File: src/rtl/rr_onehot_arbiter_if.sv
// rtl/rr_onehot_arbiter_if.sv - request/grant bundle for rr_onehot_arbiter (lock signal present only with ARB_LOCK_EN)
interface rr_onehot_arbiter_if #(
  parameter int N_REQ = 8,
  parameter int CNT_W = 16
);
  logic [N_REQ-1:0] req;
  logic             gnt_ready;
`ifdef ARB_LOCK_EN
  logic             lock;
`endif
  logic [N_REQ-1:0] gnt;
  logic             gnt_valid;
  logic [CNT_W-1:0] gnt_cnt;

`ifdef ARB_LOCK_EN
  // Arbiter side: consumes requests and handshake, drives the grant.
  modport master (
    input  req, gnt_ready, lock,
    output gnt, gnt_valid, gnt_cnt
  );

  // Requester/consumer side.
  modport slave (
    output req, gnt_ready, lock,
    input  gnt, gnt_valid, gnt_cnt
  );
`else
  // Arbiter side: consumes requests and handshake, drives the grant.
  modport master (
    input  req, gnt_ready,
    output gnt, gnt_valid, gnt_cnt
  );

  // Requester/consumer side.
  modport slave (
    output req, gnt_ready,
    input  gnt, gnt_valid, gnt_cnt
  );
`endif
endinterface

File: src/rtl/rr_onehot_arbiter.sv
// rtl/rr_onehot_arbiter.sv - registered 8-way round-robin one-hot arbiter; optional winner lock via ARB_LOCK_EN
module rr_onehot_arbiter #(
  parameter int N_REQ = 8,   // must stay 8: the downstream 8-to-3 encoder and 3-bit pointer assume it
  parameter int CNT_W = 16
) (
  input  logic                clk,
  input  logic                rst_n,
  rr_onehot_arbiter_if.master bus
);

  localparam logic [0:0] ST_IDLE  = 1'b0;
  localparam logic [0:0] ST_GRANT = 1'b1;

  logic [0:0]       state_q, state_d;
  logic [2:0]       ptr_q, ptr_d;
  logic [2:0]       win_q, win_d;       // binary index of the grant currently held
  logic [N_REQ-1:0] gnt_q, gnt_d;
  logic             gnt_valid_q, gnt_valid_d;
  logic [CNT_W-1:0] cnt_q, cnt_d;

  logic [3:0]       pick_idle;          // {found, index} scanning from the current pointer
  logic [3:0]       pick_hs;            // {found, index} scanning from the post-handshake pointer
  logic [2:0]       next_ptr;
  logic             relock;

  // First set request bit at or above p, wrapping mod 8; the returned MSB flags whether any bit was set.
  function automatic logic [3:0] rr_pick(input logic [N_REQ-1:0] r, input logic [2:0] p);
    logic       found;
    logic [2:0] idx;
    logic [2:0] k;
    found = 1'b0;
    idx   = p;
    for (int i = 0; i < N_REQ; i++) begin
      k = p + 3'(i);
      if (!found && r[k]) begin
        found = 1'b1;
        idx   = k;
      end
    end
    return {found, idx};
  endfunction

  function automatic logic [N_REQ-1:0] onehot(input logic [2:0] idx);
    return {{(N_REQ-1){1'b0}}, 1'b1} << idx;
  endfunction

  // Lock re-grants the holder only while it is still requesting; otherwise fall back to round-robin.
  always_comb begin
`ifdef ARB_LOCK_EN
    relock = bus.lock && bus.req[win_q];
`else
    relock = 1'b0;
`endif
  end

  // Next-state: arbitration in IDLE, hold or handshake-and-rearbitrate in GRANT.
  always_comb begin
    state_d     = state_q;
    ptr_d       = ptr_q;
    win_d       = win_q;
    gnt_d       = gnt_q;
    gnt_valid_d = gnt_valid_q;
    cnt_d       = cnt_q;
    next_ptr    = win_q + 3'd1;
    pick_idle   = rr_pick(bus.req, ptr_q);
    pick_hs     = rr_pick(bus.req, next_ptr);

    case (state_q)
      ST_IDLE: begin
        if (pick_idle[3]) begin
          win_d       = pick_idle[2:0];
          gnt_d       = onehot(pick_idle[2:0]);
          gnt_valid_d = 1'b1;
          state_d     = ST_GRANT;
        end
      end
      ST_GRANT: begin
        if (bus.gnt_ready) begin
          if (cnt_q != {CNT_W{1'b1}}) begin
            cnt_d = cnt_q + 1'b1;
          end
          if (!relock) begin
            ptr_d = next_ptr;
            if (pick_hs[3]) begin
              win_d = pick_hs[2:0];
              gnt_d = onehot(pick_hs[2:0]);
            end else begin
              gnt_d       = '0;
              gnt_valid_d = 1'b0;
              state_d     = ST_IDLE;
            end
          end
        end
      end
      default: begin
        gnt_d       = '0;
        gnt_valid_d = 1'b0;
        state_d     = ST_IDLE;
      end
    endcase
  end

  // State registers; reset drops any pending grant without counting it.
  always_ff @(posedge clk or negedge rst_n) begin
    if (!rst_n) begin
      state_q     <= ST_IDLE;
      ptr_q       <= 3'd0;
      win_q       <= 3'd0;
      gnt_q       <= '0;
      gnt_valid_q <= 1'b0;
      cnt_q       <= '0;
    end else begin
      state_q     <= state_d;
      ptr_q       <= ptr_d;
      win_q       <= win_d;
      gnt_q       <= gnt_d;
      gnt_valid_q <= gnt_valid_d;
      cnt_q       <= cnt_d;
    end
  end

  assign bus.gnt       = gnt_q;
  assign bus.gnt_valid = gnt_valid_q;
  assign bus.gnt_cnt   = cnt_q;

endmodule

File: src/flat_wrapper.sv
// flat-port wrapper written by rule: the top's interface ports become plain ports
module rr_onehot_arbiter_flat 
#(
  parameter int N_REQ = 8,                                                                            
  parameter int CNT_W = 16
)
  (clk, rst_n, bus_req, bus_gnt_ready, bus_gnt, bus_gnt_valid, bus_gnt_cnt);
  rr_onehot_arbiter_if #(.N_REQ(N_REQ), .CNT_W(CNT_W)) bus_i ();
  input  logic clk;
  input  logic rst_n;
  input wire logic [$bits(bus_i.req)-1:0] bus_req;
  input wire logic [$bits(bus_i.gnt_ready)-1:0] bus_gnt_ready;
  output wire logic [$bits(bus_i.gnt)-1:0] bus_gnt;
  output wire logic [$bits(bus_i.gnt_valid)-1:0] bus_gnt_valid;
  output wire logic [$bits(bus_i.gnt_cnt)-1:0] bus_gnt_cnt;
  assign bus_i.req = bus_req;
  assign bus_i.gnt_ready = bus_gnt_ready;
  assign bus_gnt = bus_i.gnt;
  assign bus_gnt_valid = bus_i.gnt_valid;
  assign bus_gnt_cnt = bus_i.gnt_cnt;
  rr_onehot_arbiter #(.N_REQ(N_REQ), .CNT_W(CNT_W)) u_core (.clk(clk), .rst_n(rst_n), .bus(bus_i));
endmodule
File: config.mk
export PLATFORM = sky130hd
export DESIGN_NAME = rr_onehot_arbiter_flat
export DESIGN_NICKNAME = d
export VERILOG_FILES = /design/src/rtl/rr_onehot_arbiter_if.sv /design/src/rtl/rr_onehot_arbiter.sv /design/src/flat_wrapper.sv
export SDC_FILE = /design/constraint.sdc
export NUM_CORES = 1
export LEC_CHECK = 0
export BUFFER_PORTS_ARGS = -buffer_cell sky130_fd_sc_hd__buf_4
export CAP_MARGIN = 10
export CORE_MARGIN = 1.5
export CORE_UTILIZATION = 37
export DETAILED_ROUTE_END_ITERATION = 8
export PLACE_DENSITY = 0.62
export RECOVER_POWER = 25
export SKIP_CTS_REPAIR_TIMING = 1
export SLEW_MARGIN = 20
export SYNTH_ARGS = -nofsm -noshare
export SYNTH_HDL_FRONTEND = slang
export SYNTH_SLANG_ARGS = --single-unit
File: constraint.sdc
create_clock -name clk -period 8.6 [get_ports clk]
set_input_delay 1.72 -clock clk [delete_from_list [all_inputs] [get_ports clk]]
set_output_delay 1.72 -clock clk [all_outputs]
set_load 0.005 [all_outputs]
==> metrics.csv <==
metric,value,unit
Top delay family on crit path,multiplexers,
RSZ-0062 raised after global routing,false,
vias in the first global route,3024,
post-synthesis mux area share,0.207,
Worst R2R Start,u_core.win_q[0],
Core Area,9280,sq um
most frequent cells in the layout,"buf_4, dfrtp_1, nand2_1, nor2_1, a21oi_1",
xor/xnor cell area share of the yosys netlist,0.0787,
later-pin clock latency in the skew report,0.28,ns
Max Root-Sink Buffers,2,
CP max FO,35,
"Setup violations, final",0,
Final Skew,0.00175,ns
P&R area growth vs syn,11.1,%
Slew HR,-0.0995,
mapped cell area,3560,sq um
nets@finish,414,
synthesized instance count,382,
routed wire length,8590,microns
FP Rows,35,
layout cell share with drive strength beyond 1,0.226,
Mapped Nets,398,
largest net degree at the start of global routing,36,
Root Driver,clkbuf_8,
antenna cells,0,
"most common cell after layout, fill and taps aside",buf_4,
GPL Wtd Cong,0.887,
Post-Synth Adder-Cell Area,0.0176,
top-area cell type share of the netlist area,0.225,
HPWL after DPL,6180,microns
Max Slew Vio Count,33,
H-tree depth,2,
setup total negative slack,0,ns
main combinational cell family by area after synthesis,compound AO/OA/AOI/OAI gates,
DR vias,3143,
CP startpoint kind,flop,
TritonCTS clock tree,yes,
Starting DRT DRC Count,212,
Max Cap Viol,1,
endpoints failing hold,0,
Post-synth EDFFs,0,
synth top area cells,"dfrtp_1, mux4_2, mux2i_1",
Yosys Warn Count,0,
# DRC,0,
Syn Area/Cell,9.32,sq um
via-per-instance ratio,5.95,
Yosys reg bits,32,
Min-Delay Startpoint,u_core.bus.gnt_cnt[10],
antenna-violating nets left,0,
cell taking the most area after synthesis,dfrtp_1,
chip width,101,microns
FMAX,0.216,GHz
Sink Count,32,
post-synthesis sequential area ratio,0.225,
post-synthesis simple-gate area fraction,0.190,
Synth Area in Compound Gates,0.228,
clk slew on worst S/H paths,0.07,ns
TritonCTS buffer count,5,
IO Count,36,
prevailing post-synth register cell,dfrtp_1,
number of buffers and inverters on the critical path,2,
CP Launch Point,u_core.win_q[0],
total grt overflow,0,
GR Util All Layers,0.180,
first-pass GRT wire length,14900,microns
post-layout min period,4.62,ns
die span in y,101,microns
Crit path largest cell delay,0.89,ns
CP arrival,4.79,ns
failing checks,"capacitance limit, slew limit",
post-route clock period utilization,0.537,
status,finished with violations,
Post-synth ARST share,1.00,
Least-Margin Pin Slew,1.65,ns
initial antenna violation count,0,
CP cell instances,"clkinv_1, ha_1, buf_4, mux4_1, mux2_2, nor3_2, o21ai_2, a211o_1, a21oi_1, nor2b_1, a221o_1",
initial core utilization,0.384,
DR WL/cell,16.3,microns
post-synth cell types,83,
type of destination of the critical path,flop,
hold crit path type,flop to flop,
Critical Path RT,8.77,ns
Setup CP Type,flop to flop,
post-layout util,0.426,
buffers added on ports,35,
first-pass iteration count of the detailed router,5,
CP max-delay cell,dfrtp_1,
Die ar.,10200,sq um
-- worst paths after layout --
path                       cells past startpoint  slack (ns)                      to
setup / recovery                              11        3.98       u_core.bus.gnt[6]
hold / removal                                 1        0.51  u_core.bus.gnt_cnt[10]
setup reg to reg                              11        3.98       u_core.bus.gnt[6]
hold reg to reg                                1        0.51  u_core.bus.gnt_cnt[10]
max in group asynchronous                      1        5.80       u_core.bus.gnt[7]
min in group asynchronous                      1        1.85  u_core.bus.gnt_cnt[12]
-- through the flow --
step	setup slack [ns]	area (sq um)	instances	hold slack (ns)
final	3.98	3960	528	0.506
after detailed placement	4.01	3850	520	0.498
after global routing	3.58	3960	528	0.534
after global placement	4.12	3850	520	0.488
after floorplan	4.56	3560	382	0.483
after CTS	4.00	3960	528	0.507
-- logic make-up after synthesis --
group / Yosys count
simple gates: 125
fa+ha+maj: 5
flops: 32
xor+xnor: 26
compound gates: 107
buf+inv: 40
mux: 47
-- routing by layer --
metal | up-vias | routed length, microns | GRT usage
li1 | 1516 | - | -
met1 | 1528 | 3990 | 0.249
met2 | 85 | 4070 | 0.293
met3 | 14 | 405 | 0.0312
met4 | 0 | 123 | 0.0449
met5 | - | 0 | 0
-- layout make-up --
cell class	count	area, sq um
fill	940	5330
clock buffer	6	72.6
inverter	13	48.8
sequential	32	801
tap	129	161
multi-input combinational	310	2570
timing repair buffer	36	267
clock inverter	2	35.0
-- cell usage after synthesis (all sizes together), types with 3 or more instances --
library cell  number
a221o              4
nor2b              6
buf               13
a21o               3
nor3b              4
ha                 5
a22oi              3
xor2               5
clkbuf            14
o2bb2ai            3
dfrtp             32
nand3             10
and3               3
xnor2             19
mux2i             17
a31oi              3
nor3              14
a2bb2oi            3
nand4              6
o221ai             5
nand2b             5
inv               12
o31ai              5
o211ai             7
and2               3
mux4              18
nand2             29
a21boi             4
or2                4
o21ai             19
a21oi             19
a2111oi            5
nand3b             5
mux2              12
nor2              26
a32oi              5
-- sequential cells by signal (all words and copies together) (netlist names) --
signal	flops
u_core.bus.gnt	8
u_core.state_q	1
u_core.bus.gnt_valid	1
u_core.win_q	3
u_core.ptr_q	3
u_core.bus.gnt_cnt	16
Power is not shown: default switching activity piles up to over one toggle a cycle in this logic, so the estimate is an artifact.
